===== src/rtl/count_pwm_if.sv =====
// Signal bundle between a counter-side driver and the count_pwm consumer.
interface count_pwm_if #(
   parameter int SIZE = 8
);
   logic [SIZE-1:0] count;
   logic            up_down;
   logic            duty_wr;
   logic [SIZE-1:0] duty_in;
   logic            pwm_en;
   logic            irq_clr;
   logic            pwm_out;
   logic            wrap_pulse;
   logic [SIZE-1:0] duty_active;
   logic            irq;

   modport master (
      output count, up_down, duty_wr, duty_in, pwm_en, irq_clr,
      input  pwm_out, wrap_pulse, duty_active, irq
   );

   modport slave (
      input  count, up_down, duty_wr, duty_in, pwm_en, irq_clr,
      output pwm_out, wrap_pulse, duty_active, irq
   );
endinterface


===== src/rtl/count_pwm.sv =====
// Counter follower: detects terminal-count wrap, double-buffers the duty value
// so it only changes at wrap, and drives a registered PWM plus wrap pulse/irq.
module count_pwm #(
   parameter int SIZE = 8
) (
   input logic        clk,
   input logic        reset,
   count_pwm_if.slave bus
);
   localparam logic [SIZE-1:0] MAX = '1;

   typedef enum logic {IDLE, RUN} state_t;

   state_t          state, state_nxt;
   logic            run;
   logic            wrap;
   logic [SIZE-1:0] count_p1;
   logic            dir_p1;
   logic [SIZE-1:0] duty_pend;
   logic            pend_vld;
   logic [SIZE-1:0] duty_active;
   logic            pwm_out;
   logic            wrap_pulse;
   logic            irq;

   // A wrap is only the single step across the terminal count in the sampled direction.
   function automatic logic is_wrap(input logic            dir,
                                    input logic [SIZE-1:0] prev,
                                    input logic [SIZE-1:0] cur);
      return (dir && prev == MAX && cur == '0) || (!dir && prev == '0 && cur == MAX);
   endfunction

   always_ff @(posedge clk or posedge reset) begin
      if (reset) state <= IDLE;
      else       state <= state_nxt;
   end

   always_comb begin
      state_nxt = state;
      case (state)
         IDLE:    state_nxt = RUN;
         RUN:     state_nxt = RUN;
         default: state_nxt = IDLE;
      endcase
   end

   always_comb begin
      run = (state == RUN);
   end

   assign wrap = run && is_wrap(dir_p1, count_p1, bus.count);

   // Stage p1: counter history for the next cycle's wrap test
   always_ff @(posedge clk or posedge reset) begin
      if (reset) begin
         count_p1 <= '0;
         dir_p1   <= 1'b0;
      end else begin
         count_p1 <= bus.count;
         dir_p1   <= bus.up_down;
      end
   end

   // A write landing on the wrap cycle becomes the next pending value; the old one transfers.
   always_ff @(posedge clk or posedge reset) begin
      if (reset) begin
         duty_pend   <= '0;
         pend_vld    <= 1'b0;
         duty_active <= '0;
      end else begin
         if (wrap && pend_vld) duty_active <= duty_pend;
         if (bus.duty_wr) begin
            duty_pend <= bus.duty_in;
            pend_vld  <= 1'b1;
         end else if (wrap && pend_vld) begin
            pend_vld  <= 1'b0;
         end
      end
   end

   always_ff @(posedge clk or posedge reset) begin
      if (reset) begin
         pwm_out    <= 1'b0;
         wrap_pulse <= 1'b0;
         irq        <= 1'b0;
      end else begin
         pwm_out    <= bus.pwm_en && (bus.count < duty_active);
         wrap_pulse <= wrap;
         if (wrap)             irq <= 1'b1;
         else if (bus.irq_clr) irq <= 1'b0;
      end
   end

   assign bus.pwm_out     = pwm_out;
   assign bus.wrap_pulse  = wrap_pulse;
   assign bus.duty_active = duty_active;
   assign bus.irq         = irq;
endmodule

===== src/flat_wrapper.sv =====
// flat-port wrapper written by rule: the top's interface ports become plain ports
module count_pwm_flat 
#(
   parameter int SIZE = 8
)
  (clk, reset, bus_count, bus_up_down, bus_duty_wr, bus_duty_in, bus_pwm_en, bus_irq_clr, bus_pwm_out, bus_wrap_pulse, bus_duty_active, bus_irq);
  count_pwm_if #(.SIZE(SIZE)) bus_i ();
  input logic clk;
  input logic reset;
  input wire logic [$bits(bus_i.count)-1:0] bus_count;
  input wire logic [$bits(bus_i.up_down)-1:0] bus_up_down;
  input wire logic [$bits(bus_i.duty_wr)-1:0] bus_duty_wr;
  input wire logic [$bits(bus_i.duty_in)-1:0] bus_duty_in;
  input wire logic [$bits(bus_i.pwm_en)-1:0] bus_pwm_en;
  input wire logic [$bits(bus_i.irq_clr)-1:0] bus_irq_clr;
  output wire logic [$bits(bus_i.pwm_out)-1:0] bus_pwm_out;
  output wire logic [$bits(bus_i.wrap_pulse)-1:0] bus_wrap_pulse;
  output wire logic [$bits(bus_i.duty_active)-1:0] bus_duty_active;
  output wire logic [$bits(bus_i.irq)-1:0] bus_irq;
  assign bus_i.count = bus_count;
  assign bus_i.up_down = bus_up_down;
  assign bus_i.duty_wr = bus_duty_wr;
  assign bus_i.duty_in = bus_duty_in;
  assign bus_i.pwm_en = bus_pwm_en;
  assign bus_i.irq_clr = bus_irq_clr;
  assign bus_pwm_out = bus_i.pwm_out;
  assign bus_wrap_pulse = bus_i.wrap_pulse;
  assign bus_duty_active = bus_i.duty_active;
  assign bus_irq = bus_i.irq;
  count_pwm #(.SIZE(SIZE)) u_core (.clk(clk), .reset(reset), .bus(bus_i));
endmodule

===== config.mk =====
export PLATFORM = sky130hd
export DESIGN_NAME = count_pwm_flat
export DESIGN_NICKNAME = d
export VERILOG_FILES = /design/src/rtl/count_pwm_if.sv /design/src/rtl/count_pwm.sv /design/src/flat_wrapper.sv
export SDC_FILE = /design/constraint.sdc
export NUM_CORES = 1
export LEC_CHECK = 0
export BUFFER_PORTS_ARGS = -buffer_cell sky130_fd_sc_hd__buf_2
export CAP_MARGIN = 30
export CORE_MARGIN = 2
export CORE_UTILIZATION = 50
export CTS_CLUSTER_DIAMETER = 100
export DETAILED_ROUTE_END_ITERATION = 8
export PLACE_DENSITY = 0.75
export RECOVER_POWER = 25
export SETUP_SLACK_MARGIN = 0.05
export SLEW_MARGIN = 20
export SYNTH_ARGS = -nofsm -noshare
export SYNTH_HDL_FRONTEND = slang
export SYNTH_SLANG_ARGS = --single-unit

===== constraint.sdc =====
create_clock -name clk -period 5.6 [get_ports clk]
set_clock_uncertainty 0.1 [all_clocks]
set_input_delay 0.84 -clock clk [delete_from_list [all_inputs] [get_ports clk]]
set_output_delay 0.84 -clock clk [all_outputs]
set_load 0.1 [all_outputs]

==> flow_summary.rst, run 1 <==
.. list-table::
   :header-rows: 1

   * - Metric
     - Value
   * - Final Slew Violations
     - 0
   * - Placement Rows
     - 18
   * - Number of cells on the worst hold path
     - 1
   * - Max_cap viols
     - 0
   * - Count of vias placed by the detailed router
     - 968
   * - Total die area
     - 3170 sq um
   * - Leak pwr
     - 0.000744 uW
   * - Placed cell count
     - 168
   * - PwrDens
     - 238 nW/um^2
   * - Fraction of final layout cells sized beyond drive strength 1
     - roughly a third
   * - Clock net sink count
     - 30
   * - Part of the Yosys area used for sequential elements
     - a little over half
   * - Startpoint type of the worst setup path
     - input port
   * - Maximum number of pins on one net before global-route repair
     - 17
   * - Setup violators final
     - 0
   * - Wire length of the first global-routing pass
     - 4.66 mm
   * - Violation count after the first detailed-routing iteration
     - 16
   * - Cell area after synthesis
     - 1370 sq um
   * - Arrival time of the worst setup path
     - 2.82 ns
   * - CTS buffer count
     - 5
   * - Final-layout setup total negative slack
     - 0 ns
   * - Post-layout min period
     - ~2.7 ns
   * - Number of antenna repair diodes
     - 0
   * - Reg-to-reg slack, setup
     - 3.47 ns
   * - Sum of routed wire length over all layers
     - about 2.7 mm
   * - CTS tree
     - done
   * - Slew at the pin closest to its max-slew limit
     - 0.630 ns
   * - Final Non-Filler Cells
     - 175
   * - Final weighted congestion in routability-driven placement
     - 0.789
   * - Global router's overall resource usage
     - about a fifth
   * - Die width
     - between 50 and 60 um
   * - Ratio of final minimum period to clock period
     - 48.4%
   * - Worst slack at placement
     - 2.57 ns
   * - Final net count
     - between 150 and 200
   * - Synthesized Nets
     - 135
   * - Worst Min Path Start
     - u_core.duty_pend[3]$_DFFE_PP0P_
   * - Wirelength per Cell
     - 15.3 um
   * - Critical setup path kind
     - in2reg
   * - Critical path fanouts, max
     - 8
   * - Remaining number of nets flagged by the antenna check after routing
     - 0
   * - CTS root buf
     - clkbuf_4
   * - CTS resizes
     - 0
   * - First-pass DRT Iterations
     - 4
   * - Destination of the worst register-to-register timing path
     - u_core.bus.duty_active[2]$_DFFE_PP0P_
   * - Launch point of the worst reg-to-reg path
     - u_core.dir_p1$_DFF_PP0_
   * - Required time of the critical path
     - 5.71 ns
   * - Number of H-tree levels
     - 2
   * - Outcome
     - completed
   * - Number of design rule violations left after detail routing
     - 0
   * - DPL Wire Length
     - 2.13 mm
   * - Count of input and output buffers
     - 32
   * - Clock-pin slew reported for the worst setup and hold paths after clock tree synthesis
     - around 0.080 ns
   * - Overall die height
     - 56.3 um
   * - Starting density of the core
     - 53.7%
   * - Clock latency on the worst-skew pair
     - 0.32 ns
   * - Average instance area after synthesis
     - 12.9 sq um
   * - Worst hold path type
     - reg2reg
   * - Worst max-slew margin expressed relative to the limit
     - between 50% and 60%
   * - Number of buffers inserted by hold repair at cts
     - 0
   * - Crit path setup slack, layout
     - between 2 and 3 ns
   * - Worst IR drop on VDD
     - approximately 0.23 mV
   * - Number of distinct standard cells referenced by the synthesized netlist
     - 31
   * - Predominant post-synthesis flop cell
     - dfrtp_1
   * - Crit path capture type
     - register
   * - Fraction of the core area covered by cells at the end of the flow
     - 63.3%
   * - Async set-reset flop share out of synthesis
     - 100%
   * - Post-synth EDFFs
     - 0
   * - Final hold vios
     - 0
   * - Crit path from
     - bus_count[3]
   * - Flop and latch count out of synthesis
     - 30
   * - Number of primary I/O pins
     - 33
   * - Number of global-route vias before repair
     - 1,037
   * - Post-synthesis instance total
     - 106
   * - Cells on worst reg2reg path
     - 4
   * - Leftover overflow at the end of global routing
     - 0
   * - Post-CTS setup buffer count
     - 0
   * - Endpoint of the worst setup timing path
     - u_core.bus.duty_active[2]$_DFFE_PP0P_
   * - Hold_ws
     - just over 0.4 ns
   * - Clock buffer depth
     - 2
   * - Layout overhead on the synthesized area
     - 17.8%
   * - Maximum achievable frequency
     - 369 MHz
   * - Vias per inst
     - 5.53
   * - Setup repair after global routing missed its margin
     - no
   * - Antenna violations before repair
     - 0
   * - Synthesis warning total
     - 0
   * - CORE AREA
     - 2540 sq um
-- how the worst min path moves through the flow --
stage / to
detailed placement: u_core.bus.duty_active[3]$_DFFE_PP0P_
global placement: u_core.bus.duty_active[4]$_DFFE_PP0P_
CTS: u_core.bus.duty_active[3]$_DFFE_PP0P_
finish: u_core.bus.duty_active[3]$_DFFE_PP0P_
global route: u_core.duty_pend[1]$_DFFE_PP0P_
floorplan: u_core.duty_pend[0]$_DFFE_PP0P_
-- cell families after synthesis --
logic type	Yosys count	share of synthesized area, %
other	1	0.274
AND/OR/NAND/NOR	29	15.0
AO/OA/AOI/OAI	11	6.95
buffers and inverters	12	3.29
flip-flops	30	54.9
adder cells (fa/ha/maj)	7	6.40
multiplexers	16	13.2
-- metrics by stage --
step           cell area [sq um]  total power [uW]
3_5_place_dp                1580               276
2_1_floorplan               1370               257
4_1_cts                     1620               391
6_report                    1610               384
3_3_place_gp                1560               272
5_1_grt                     1610               405
-- synth_stat cells (2+ instances only) --
| library cell | count | area [sq um] |
|---|---|---|
| dfrtp_1 | 30 | 751 |
| ha_1 | 7 | 87.6 |
| nor4_1 | 2 | 12.5 |
| mux2_2 | 16 | 180 |
| nor4b_1 | 2 | 17.5 |
| nand2_1 | 4 | 15.0 |
| nand4_1 | 4 | 25.0 |
| a21oi_1 | 2 | 10.0 |
| inv_1 | 11 | 41.3 |
| nor2_1 | 3 | 11.3 |
| a21o_1 | 2 | 15.0 |
| nor2b_1 | 4 | 25.0 |
-- power by group --
part	switching, uW	internal (uW)	leakage, uW	total, uW
registers	6.07	226	0.000372	232
clock network	65.9	47.2	0.0000254	113
logic	21.4	17.1	0.000346	38.5
total	93.3	291	0.000744	384
-- worst max-delay path: stages --
cell	delay (ns)
clkbuf_1	0.14
or4_1	0.54
or4_4	0.45
o32ai_4	0.45
mux2_2	0.40
-- flip-flops by register name, summed over array words and instances (netlist names) --
name and flops:
u_core.bus.duty_active 8, u_core.bus.irq 1, u_core.bus.pwm_out 1, u_core.bus.wrap_pulse 1, u_core.count_p1 8, u_core.dir_p1 1
u_core.duty_pend 8, u_core.pend_vld 1, u_core.run 1
-- area by class of cell --
type | count | area (sq um)
flip-flops and latches | 30 | 751
multi-input cells | 64 | 572
well taps | 30 | 37.5
inverters | 11 | 41.3
repair buffers | 33 | 165
fillers | 228 | 933
clock buffers | 7 | 45.0
-- routing by layer --
layer  routed length (um)  global-route usage (%)  share of wire [%]  up-vias
li1                     -                       -                  -      457
met2                 1380                    33.4                 51       33
met3                  154                    7.60                5.7        6
met1                 1110                    23.3                 41      472
met4                   37                    7.14                1.4        0
met5                    0                       0                  0        -
-- layout by cell type (no fill, tap or decap), drive strengths merged, types with 2 or more instances in the layout --
master and instances:
ha 7, nor4 2, mux2 16, a21o 2, nand4 4, nor2 3
or4 2, dfrtp 30, a21oi 2, inv 11, nor4b 2, nand2 4
nor2b 4, clkbuf 15, buf 25
Note: power is estimated with default switching activity, not from simulation.
==> run 2, diff against run 1 <==
==> constraint.sdc (replaced) <==
create_clock -name clk -period 2.8 [get_ports clk]
set_clock_uncertainty 0.1 [all_clocks]
set_input_delay 0.42 -clock clk [delete_from_list [all_inputs] [get_ports clk]]
set_output_delay 0.42 -clock clk [all_outputs]
set_load 0.1 [all_outputs]
==> flow_summary.rst, run 2 (synthesis results as in run 1) <==
.. list-table::
   :header-rows: 1

   * - Metric
     - Value
   * - Outcome
     - finished, violations left
   * - Violated checks
     - capacitance limit, slew limit
   * - Violation count after the first detailed-routing iteration
     - 24
   * - Number of cells on the worst hold path
     - 1
   * - Antenna violations before repair
     - 0
   * - Arrival time of the worst setup path
     - 2.40 ns
   * - CTS buffer count
     - 5
   * - Number of antenna repair diodes
     - 0
   * - Biggest registers after layout
     - u_core.bus.duty_active x8, u_core.count_p1 x8, u_core.duty_pend x8
   * - Final Slew Violations
     - 31
   * - Critical path depth
     - 5
   * - Post-CTS setup buffer count
     - 0
   * - Critical path fanouts, max
     - 8
   * - Clock net sink count
     - 30
   * - Crit path buffers/inverters
     - 1
   * - Post-route total power
     - ~810 uW
   * - Die width
     - 56.3 um
   * - Number of design rule violations left after detail routing
     - 0
   * - CTS root buf
     - clkbuf_4
   * - Startpoint type of the worst setup path
     - input port
   * - Maximum achievable frequency
     - 438 MHz
   * - Delay of the slowest critical-path stage
     - about 0.55 ns
   * - Leading cell types in the layout, fill and taps excluded
     - 30 x dfrtp_1, 24 x buf_2, 16 x mux2_2
   * - Worst hold path type
     - in2reg
   * - Count of vias placed by the detailed router
     - 955
   * - Clock latency on the worst-skew pair
     - 0.34 ns
   * - Final weighted congestion in routability-driven placement
     - 0.789
   * - Setup repair after global routing missed its margin
     - no
   * - Final net count
     - around 170
   * - Final-layout setup total negative slack
     - 0 ns
   * - Critical setup path kind
     - in2reg
   * - Most common cell after layout, fill and taps aside
     - dfrtp_1
   * - Post-layout min period
     - 2.28 ns
   * - CTS tree
     - done
   * - Fraction of final layout cells sized beyond drive strength 1
     - 34.9%
   * - Clock buffer depth
     - 2
   * - Critical Path Slowest Stage Cell
     - or4_1
   * - Number of primary I/O pins
     - 33
   * - Net Sw Frac
     - 25.4%
   * - Critical path cell sequence
     - clkbuf_1 -> or4_1 -> or4_4 -> o32ai_4 -> mux2_2
   * - Sum of routed wire length over all layers
     - ~2.8 mm
   * - Placement Rows
     - 18
   * - Vias per inst
     - 5.43
   * - Worst max-slew margin expressed relative to the limit
     - -6.41%
   * - Global router's overall resource usage
     - about a fifth
   * - PwrDens
     - 503 nW/um^2
   * - Slew at the pin closest to its max-slew limit
     - 1.60 ns
   * - DPL Wire Length
     - around 2.1 mm
   * - Crit path capture type
     - register
   * - Worst IR drop on VDD
     - roughly 0.36 mV
   * - First-pass DRT Iterations
     - 2
   * - Maximum number of pins on one net before global-route repair
     - 31
   * - Wirelength per Cell
     - about 16 um
   * - Required time of the critical path
     - approximately 2.9 ns
   * - Max_cap viols
     - 1
   * - CORE AREA
     - about 2500 sq um
   * - Layout overhead on the synthesized area
     - 18.1%
   * - Clock network power share
     - 33.6%
   * - Proportion of power drawn by flip-flops and latches
     - between 50% and 60%
   * - Leak pwr
     - 0.000747 uW
   * - CTS resizes
     - 0
   * - Number of global-route vias before repair
     - a little over 1,000
   * - Crit-path leading delay family
     - simple AND/OR/NAND/NOR gates
   * - Remaining number of nets flagged by the antenna check after routing
     - 0
   * - Overall die height
     - 56.3 um
   * - Total die area
     - 3170 sq um
   * - Count of input and output buffers
     - 32
   * - Setup violators final
     - 0
   * - Final hold vios
     - 0
   * - Cells on worst reg2reg path
     - 4
   * - Starting density of the core
     - 53.7%
   * - Clock-pin slew reported for the worst setup and hold paths after clock tree synthesis
     - 0.09 ns
   * - Number of buffers inserted by hold repair at cts
     - 0
   * - Power dissipated by switching net loads
     - 206 uW
   * - Cell internal pwr
     - a little over 600 uW
   * - Comb pwr share
     - 9.3%
   * - Wire length of the first global-routing pass
     - ~4.6 mm
   * - Fill cells
     - between 200 and 250
   * - Leftover overflow at the end of global routing
     - 0
   * - Ratio of final minimum period to clock period
     - 81.5%
   * - Number of H-tree levels
     - 2
==> run 2: cell types whose count changed in the layout (fill, tap and decap cells not counted), sizes merged <==
cell	delta
buf	-1
clkbuf	+1
clkinv	+1
==> run 2: final cells by class <==
| type | count | area, sq um | share of cell area (%) |
|---|---|---|---|
| inverters | 11 | 41.3 | 2.56 |
| clock inverters | 1 | 5.00 | 0.310 |
| well taps | 30 | 37.5 | 2.32 |
| clock buffers | 7 | 55.1 | 3.41 |
| multi-input cells | 64 | 572 | 35.4 |
| repair buffers | 33 | 154 | 9.53 |
| flip-flops and latches | 30 | 751 | 46.5 |
==> run 2: routing by layer <==
metal,vias up,wire length [um],GRT usage (%)
met3,8,99,4.84
met1,464,1240,23.2
met2,23,1350,32.4
met4,0,61,10.2
li1,460,-,-
met5,-,0,0
==> run 2: power groups by stage <==
stage | registers, uW | clock network, uW | logic, uW
floorplan | 475 | 0 | 39.9
global placement | 471 | 0 | 73.8
detailed placement | 473 | 0 | 78.1
CTS | 465 | 281 | 78.3
global route | 467 | 292 | 83.8
finish | 465 | 273 | 75.2
==> run 2: through the flow <==
stage | instances | instance area (sq um) | utilization [%] | hold slack [ns] | worst slack, ns
2_1_floorplan | 106 | 1370 | - | 0.351 | 0.483
3_3_place_gp | 168 | 1570 | 61.7 | 0.383 | 0.240
3_5_place_dp | 168 | 1570 | 61.7 | 0.394 | 0.184
4_1_cts | 176 | 1630 | 64.0 | 0.0379 | 0.552
5_1_grt | 176 | 1620 | 63.5 | 0.0765 | 0.464
6_report | 176 | 1620 | 63.5 | 0.0828 | 0.518
==> run 2: path summary, 6_finish.rpt <==
path                                                 start                                    end  slack [ns]
setup reg to reg                   u_core.dir_p1$_DFF_PP0_  u_core.bus.duty_active[2]$_DFFE_PP0P_        0.63
setup / recovery                              bus_count[3]  u_core.bus.duty_active[2]$_DFFE_PP0P_        0.52
max in group asynchronous                            reset  u_core.bus.duty_active[3]$_DFFE_PP0P_        1.15
min in group asynchronous                            reset  u_core.bus.duty_active[1]$_DFFE_PP0P_        0.52
hold reg to reg            u_core.duty_pend[3]$_DFFE_PP0P_  u_core.bus.duty_active[3]$_DFFE_PP0P_        0.42
hold / removal                                 bus_up_down                u_core.dir_p1$_DFF_PP0_        0.08
